[src/rtl/taxi_meter_if.sv]
// Key levels into the taxi meter controller and its trip/display values out.
interface taxi_meter_if;
  logic        stop;
  logic        add_km;
  logic        change_dis;
  logic [1:0]  state;
  logic [15:0] fare;
  logic [9:0]  km;
  logic [11:0] wait_sec;
  logic [1:0]  disp_sel;
  logic [15:0] disp_val;

  modport master (
    output stop, add_km, change_dis,
    input  state, fare, km, wait_sec, disp_sel, disp_val
  );

  modport slave (
    input  stop, add_km, change_dis,
    output state, fare, km, wait_sec, disp_sel, disp_val
  );
endinterface

[src/rtl/taxi_meter_ctrl.sv]
// Taxi meter trip controller: key edge detection, trip FSM, saturating distance/wait/fare
// accumulation and display selection.
module taxi_meter_ctrl #(
  parameter int unsigned TICK_CYCLES   = 50_000_000,
  parameter int unsigned BASE_FARE     = 100,
  parameter int unsigned BASE_KM       = 3,
  parameter int unsigned PER_KM        = 20,
  parameter int unsigned WAIT_UNIT_SEC = 60,
  parameter int unsigned PER_WAIT      = 10
) (
  input  logic         clk,
  input  logic         reset,
  taxi_meter_if.slave  bus
);

  localparam int unsigned PW = (TICK_CYCLES > 1) ? $clog2(TICK_CYCLES) : 1;
  localparam int unsigned UW = $clog2(WAIT_UNIT_SEC + 1);
  localparam logic [9:0]  KmMax   = 10'd999;
  localparam logic [11:0] WaitMax = 12'hFFF;

  typedef enum logic [1:0] {
    StIdle = 2'd0,
    StRun  = 2'd1,
    StWait = 2'd2,
    StDone = 2'd3
  } state_e;

  state_e        state_q;
  logic [15:0]   fare_q;
  logic [9:0]    km_q;
  logic [11:0]   wait_q;
  logic [1:0]    disp_sel_q;
  logic [PW-1:0] presc_q;
  logic [UW-1:0] unit_q;
  logic          stop_prev_q, add_prev_q, chg_prev_q;

  logic        ev_stop, ev_add, ev_chg;
  logic        tick, unit_done;
  logic        km_inc, km_charge;
  logic [9:0]  km_plus;
  logic [17:0] fare_sum;
  logic [15:0] fare_next;

  always_comb begin
    ev_stop   = bus.stop & ~stop_prev_q;
    ev_add    = bus.add_km & ~add_prev_q;
    ev_chg    = bus.change_dis & ~chg_prev_q;
    tick      = (state_q == StWait) && (presc_q == PW'(TICK_CYCLES - 1));
    unit_done = tick && (unit_q == UW'(WAIT_UNIT_SEC - 1));
    km_plus   = km_q + 10'd1;
    // In WAIT a simultaneous stop takes priority and the km press is dropped.
    km_inc    = ev_add && (km_q != KmMax) &&
                ((state_q == StRun) || ((state_q == StWait) && !ev_stop));
    km_charge = km_inc && (32'(km_plus) > BASE_KM);
    fare_sum  = 18'(fare_q) + (km_charge ? 18'(PER_KM) : 18'd0)
                + (unit_done ? 18'(PER_WAIT) : 18'd0);
    fare_next = (fare_sum > 18'h0FFFF) ? 16'hFFFF : fare_sum[15:0];
  end

  always_ff @(posedge clk) begin
    if (reset) begin
      state_q     <= StIdle;
      fare_q      <= '0;
      km_q        <= '0;
      wait_q      <= '0;
      disp_sel_q  <= '0;
      presc_q     <= '0;
      unit_q      <= '0;
      // Keys held through reset must not produce an event on release.
      stop_prev_q <= 1'b1;
      add_prev_q  <= 1'b1;
      chg_prev_q  <= 1'b1;
    end else begin
      stop_prev_q <= bus.stop;
      add_prev_q  <= bus.add_km;
      chg_prev_q  <= bus.change_dis;

      if (ev_chg) begin
        disp_sel_q <= (disp_sel_q == 2'd2) ? 2'd0 : disp_sel_q + 2'd1;
      end

      unique case (state_q)
        StIdle: begin
          if (ev_stop) begin
            state_q <= StRun;
            fare_q  <= 16'(BASE_FARE);
            km_q    <= '0;
            wait_q  <= '0;
            presc_q <= '0;
            unit_q  <= '0;
          end
        end
        StRun: begin
          if (km_inc) km_q <= km_plus;
          fare_q <= fare_next;
          if (ev_stop) begin
            state_q <= StWait;
            presc_q <= '0;
          end
        end
        StWait: begin
          presc_q <= tick ? '0 : presc_q + PW'(1);
          if (tick) begin
            if (wait_q != WaitMax) wait_q <= wait_q + 12'd1;
            unit_q <= unit_done ? '0 : unit_q + UW'(1);
          end
          if (km_inc) km_q <= km_plus;
          fare_q <= fare_next;
          if (ev_stop) begin
            state_q <= StDone;
          end else if (ev_add) begin
            state_q <= StRun;
          end
        end
        StDone: begin
          if (ev_stop) state_q <= StIdle;
        end
        default: state_q <= StIdle;
      endcase
    end
  end

  always_comb begin
    unique case (disp_sel_q)
      2'd0:    bus.disp_val = fare_q;
      2'd1:    bus.disp_val = {6'd0, km_q};
      2'd2:    bus.disp_val = {4'd0, wait_q};
      default: bus.disp_val = '0;
    endcase
  end

  assign bus.state    = state_q;
  assign bus.fare     = fare_q;
  assign bus.km       = km_q;
  assign bus.wait_sec = wait_q;
  assign bus.disp_sel = disp_sel_q;

endmodule
[src/flat_wrapper.sv]
// flat-port wrapper written by rule: the top's interface ports become plain ports
module taxi_meter_ctrl_flat 
#(
  parameter int unsigned TICK_CYCLES   = 50_000_000,
  parameter int unsigned BASE_FARE     = 100,
  parameter int unsigned BASE_KM       = 3,
  parameter int unsigned PER_KM        = 20,
  parameter int unsigned WAIT_UNIT_SEC = 60,
  parameter int unsigned PER_WAIT      = 10
)
  (clk, reset, bus_stop, bus_add_km, bus_change_dis, bus_state, bus_fare, bus_km, bus_wait_sec, bus_disp_sel, bus_disp_val);
  taxi_meter_if bus_i ();
  input  logic clk;
  input  logic reset;
  input wire logic [$bits(bus_i.stop)-1:0] bus_stop;
  input wire logic [$bits(bus_i.add_km)-1:0] bus_add_km;
  input wire logic [$bits(bus_i.change_dis)-1:0] bus_change_dis;
  output wire logic [$bits(bus_i.state)-1:0] bus_state;
  output wire logic [$bits(bus_i.fare)-1:0] bus_fare;
  output wire logic [$bits(bus_i.km)-1:0] bus_km;
  output wire logic [$bits(bus_i.wait_sec)-1:0] bus_wait_sec;
  output wire logic [$bits(bus_i.disp_sel)-1:0] bus_disp_sel;
  output wire logic [$bits(bus_i.disp_val)-1:0] bus_disp_val;
  assign bus_i.stop = bus_stop;
  assign bus_i.add_km = bus_add_km;
  assign bus_i.change_dis = bus_change_dis;
  assign bus_state = bus_i.state;
  assign bus_fare = bus_i.fare;
  assign bus_km = bus_i.km;
  assign bus_wait_sec = bus_i.wait_sec;
  assign bus_disp_sel = bus_i.disp_sel;
  assign bus_disp_val = bus_i.disp_val;
  taxi_meter_ctrl #(.TICK_CYCLES(TICK_CYCLES), .BASE_FARE(BASE_FARE), .BASE_KM(BASE_KM), .PER_KM(PER_KM), .WAIT_UNIT_SEC(WAIT_UNIT_SEC), .PER_WAIT(PER_WAIT)) u_core (.clk(clk), .reset(reset), .bus(bus_i));
endmodule
[config.mk]
export PLATFORM = sky130hd
export DESIGN_NAME = taxi_meter_ctrl_flat
export DESIGN_NICKNAME = d
export VERILOG_FILES = /design/src/rtl/taxi_meter_if.sv /design/src/rtl/taxi_meter_ctrl.sv /design/src/flat_wrapper.sv
export SDC_FILE = /design/constraint.sdc
export NUM_CORES = 1
export LEC_CHECK = 0
export BUFFER_PORTS_ARGS = -buffer_cell sky130_fd_sc_hd__buf_2
export CAP_MARGIN = 40
export CORE_MARGIN = 2
export CORE_UTILIZATION = 45
export DETAILED_ROUTE_END_ITERATION = 10
export PLACE_DENSITY = 0.73
export SKIP_CTS_REPAIR_TIMING = 1
export SLEW_MARGIN = 10
export SYNTH_ARGS = -nofsm -noshare
export SYNTH_HDL_FRONTEND = slang
export SYNTH_SLANG_ARGS = --single-unit
[constraint.sdc]
create_clock -name clk -period 3.3 [get_ports clk]
set_clock_uncertainty 0.2 [all_clocks]
set_input_delay 0.99 -clock clk [delete_from_list [all_inputs] [get_ports clk]]
set_output_delay 0.99 -clock clk [all_outputs]
set_load 0.05 [all_outputs]
==> impl_metrics.tcl <==
set metrics [dict create \
    status "finished clean" \
    port_buffers 62 \
    grt_usage_pct 22.6 \
    final_nets 662 \
    layout_common_cells "66 x dfxtp_1, 62 x buf_2, 52 x buf_4, 47 x nor2_1, 43 x nand2_1" \
    die_h_um 104 \
    synth_seq_cells 77 \
    grt_pass1_vias 4157 \
    grt_start_max_net_pins 27 \
    synth_area_leaders "dfxtp_1 34%, xnor2_1 4.5%, nor2_1 4.1%" \
    remaining_drc_errors 0 \
    fmax_mhz 304 \
    endpoint_kind "register" \
    clockBufferDepth 2 \
    crit_fanout 4 \
    core_area_sq_um 9730 \
    cts_tree "built" \
    routabilityCongestion 0.942 \
    finalHoldViolCount 0 \
    fp.dieW_um 104 \
    setup_viol 0 \
    tightest_slew_ns 0.922 \
    antenna_found_initial 0 \
    ys_types 61 \
    cts_buffers 9 \
    diodes 0 \
    rows 36 \
    synthSimpleGateAreaFrac_pct 28.0 \
    arrival_ns 3.35 \
    max-slew-margin-rel_pct 38.3 \
    synthMuxAreaShare_pct 4.01 \
    area_growth_pct 23.4 \
    overflow 0 \
    netlist.area_leader.share_pct 34.3 \
    rrSetupSlack_ns 0.007 \
    grt_pass1_wl_um 20200 \
    synth-main-ff-cell "dfxtp_1" \
    ant_nets 0 \
    fin_setup_tns_ns 0 \
    placed_area_sq_um 5240 \
    final_common_cell "dfxtp_1" \
    via_per_inst 5.82 \
    cp.required_ns 3.36 \
    drtIter0Drc 337 \
    leakagePower_nw 2.15 \
    worst_setup_path_start_kind "register" \
    design_area_sq_um 5540 \
    syn_inst 551 \
    insertion_delay_ns 0.36 \
    layoutNonFillerInstCount 781 \
    dp.cells 758 \
    drv_cap 0 \
    peakVddDrop_mv 0.233 \
    avgSynthCellArea_sq_um 8.15 \
    final_max_slew_viol_count 0 \
    synth_xor_area_share_pct 6.24 \
    io_pins 63 \
    async_reset_ff_share_pct 0 \
    drive_gt1_share_pct 27.5 \
    yosysTopAreaCell "dfxtp_1" \
    start_util_pct 46.2 \
    dieArea_sq_um 10800 \
    synth_top_family_by_area "simple AND/OR/NAND/NOR gates" \
    rsz0062_at_grt "yes" \
    cts.htree.levels 3 \
    synth_edf_count 0 \
    yosys_warnings 0 \
    drtPass1Iterations 5 \
    synth_fa_ha_area_share_pct 4.07 \
    clk_pin_slew_ns 0.08 \
    syn_nets 570 \
    finalCritPeriodShare_pct 99.8 \
    post_drt_wl_per_cell_um 15.9 \
    synthesis.area_sq_um 4490 \
    critical_path_class "register to register" \
    vias 4547 \
    hpwlAfterDp_um 8850 \
    seq_area_frac_synth_pct 34.3 \
    root_buffer "clkbuf_8" \
    min_period_ns 3.29 \
    power_per_cell_area_nw_per_um2 391 \
    synth_compound_area_share_pct 18.4 \
    drt_wl_total_um 12400 \
    hold_path_class "register to register" \
    clock-sinks 77 \
]
-- final cells by class --
| type | instances | area (sq um) |
|---|---|---|
| Fill cell | 895 | 4190 |
| Multi-Input combinational cell | 421 | 2860 |
| Sequential cell | 77 | 1570 |
| Timing Repair Buffer | 115 | 712 |
| Tap cell | 133 | 166 |
| Clock buffer | 14 | 153 |
| Inverter | 19 | 71.3 |
| Clock inverter | 2 | 8.76 |
-- stage by stage --
stage	hold WS [ns]	utilization [%]	total power [mW]	setup WS, ns
finish	0.313	57.0	2.17	0.00710
global route	0.338	57.0	2.27	-0.139
global placement	0.288	53.8	1.53	-0.238
CTS	0.315	55.5	2.17	-0.00687
detailed placement	0.290	53.8	1.54	-0.314
floorplan	0.271	-	1.38	-0.209
-- routing by layer --
| metal | routed length (um) | track usage, % | part of all wire (%) |
|---|---|---|---|
| met4 | 340 | 10.2 | 2.7 |
| met3 | 614 | 2.94 | 4.9 |
| met5 | 0 | 0 | 0 |
| met1 | 5750 | 31.5 | 46 |
| met2 | 5700 | 35.0 | 46 |
-- sequential cells by signal, summed over array words and instances (netlist names), 2 cells and up --
register / flops
u_core.bus.disp_sel: 2
u_core.bus.state: 2
u_core.unit_q: 6
u_core.presc_q: 26
u_core.bus.fare: 16
u_core.bus.wait_sec: 12
u_core.bus.km: 10
-- Yosys cell counts, types with 2 or more instances --
cell and n:
dfxtp_1 77, nor2_1 49, nand2_1 44, a21oi_1 31, o21ai_0 26, nand3_1 24, xnor2_1 23, nand4_1 20
inv_1 19, mux2i_1 18, nor3_1 17, buf_2 16, clkbuf_1 16, ha_1 13, a31oi_1 12, and3_1 11
nor4_1 11, xor2_1 9, a21o_1 8, o31ai_1 8, a211oi_1 7, nand2b_1 7, nor2b_1 7, or4_1 7
and2_1 6, and4_1 6, or2_2 5, o211ai_1 4, o41ai_1 4, or3_1 4, a22o_1 3, a311oi_1 3
nand3b_1 3, o21a_1 3, nor3b_1 2, nor4b_2 2, o221a_2 2
-- worst max-delay path: stages (launching register included) --
cell and delay (ns):
dfxtp_4 0.36, and3_4 0.17, nor2b_4 0.13, buf_4 0.14
nor4_2 0.18, a31oi_1 0.11, o31a_1 0.37, ha_1 0.32
a21o_1 0.20, a211oi_2 0.24, nor3_2 0.08, buf_4 0.15
or4_1 0.39, o211a_1 0.14
-- where the power goes --
group	leakage (nW)	internal [mW]	switching, mW	total (mW)
logic	1.44	0.159	0.381	0.540
clock network	0.0821	0.292	0.348	0.640
registers	0.629	0.952	0.0355	0.988
-- final timing paths --
kind                                       from                               end  cells past startpoint
setup / recovery  u_core.bus.km[2]$_SDFFE_PP0P_  u_core.bus.fare[13]$_SDFFE_PP0P_                     13
hold / removal    u_core.bus.km[8]$_SDFFE_PP0P_     u_core.bus.km[8]$_SDFFE_PP0P_                      1
setup reg to reg  u_core.bus.km[2]$_SDFFE_PP0P_  u_core.bus.fare[13]$_SDFFE_PP0P_                     13
hold reg to reg   u_core.bus.km[8]$_SDFFE_PP0P_     u_core.bus.km[8]$_SDFFE_PP0P_                      1
-- logic make-up after synthesis --
logic type | after synthesis
adder cells (fa/ha/maj) | 14
XOR/XNOR | 32
buffers and inverters | 53
AO/OA/AOI/OAI | 124
flip-flops | 77
AND/OR/NAND/NOR | 233
multiplexers | 18
Note: power is estimated with default switching activity, not from simulation.
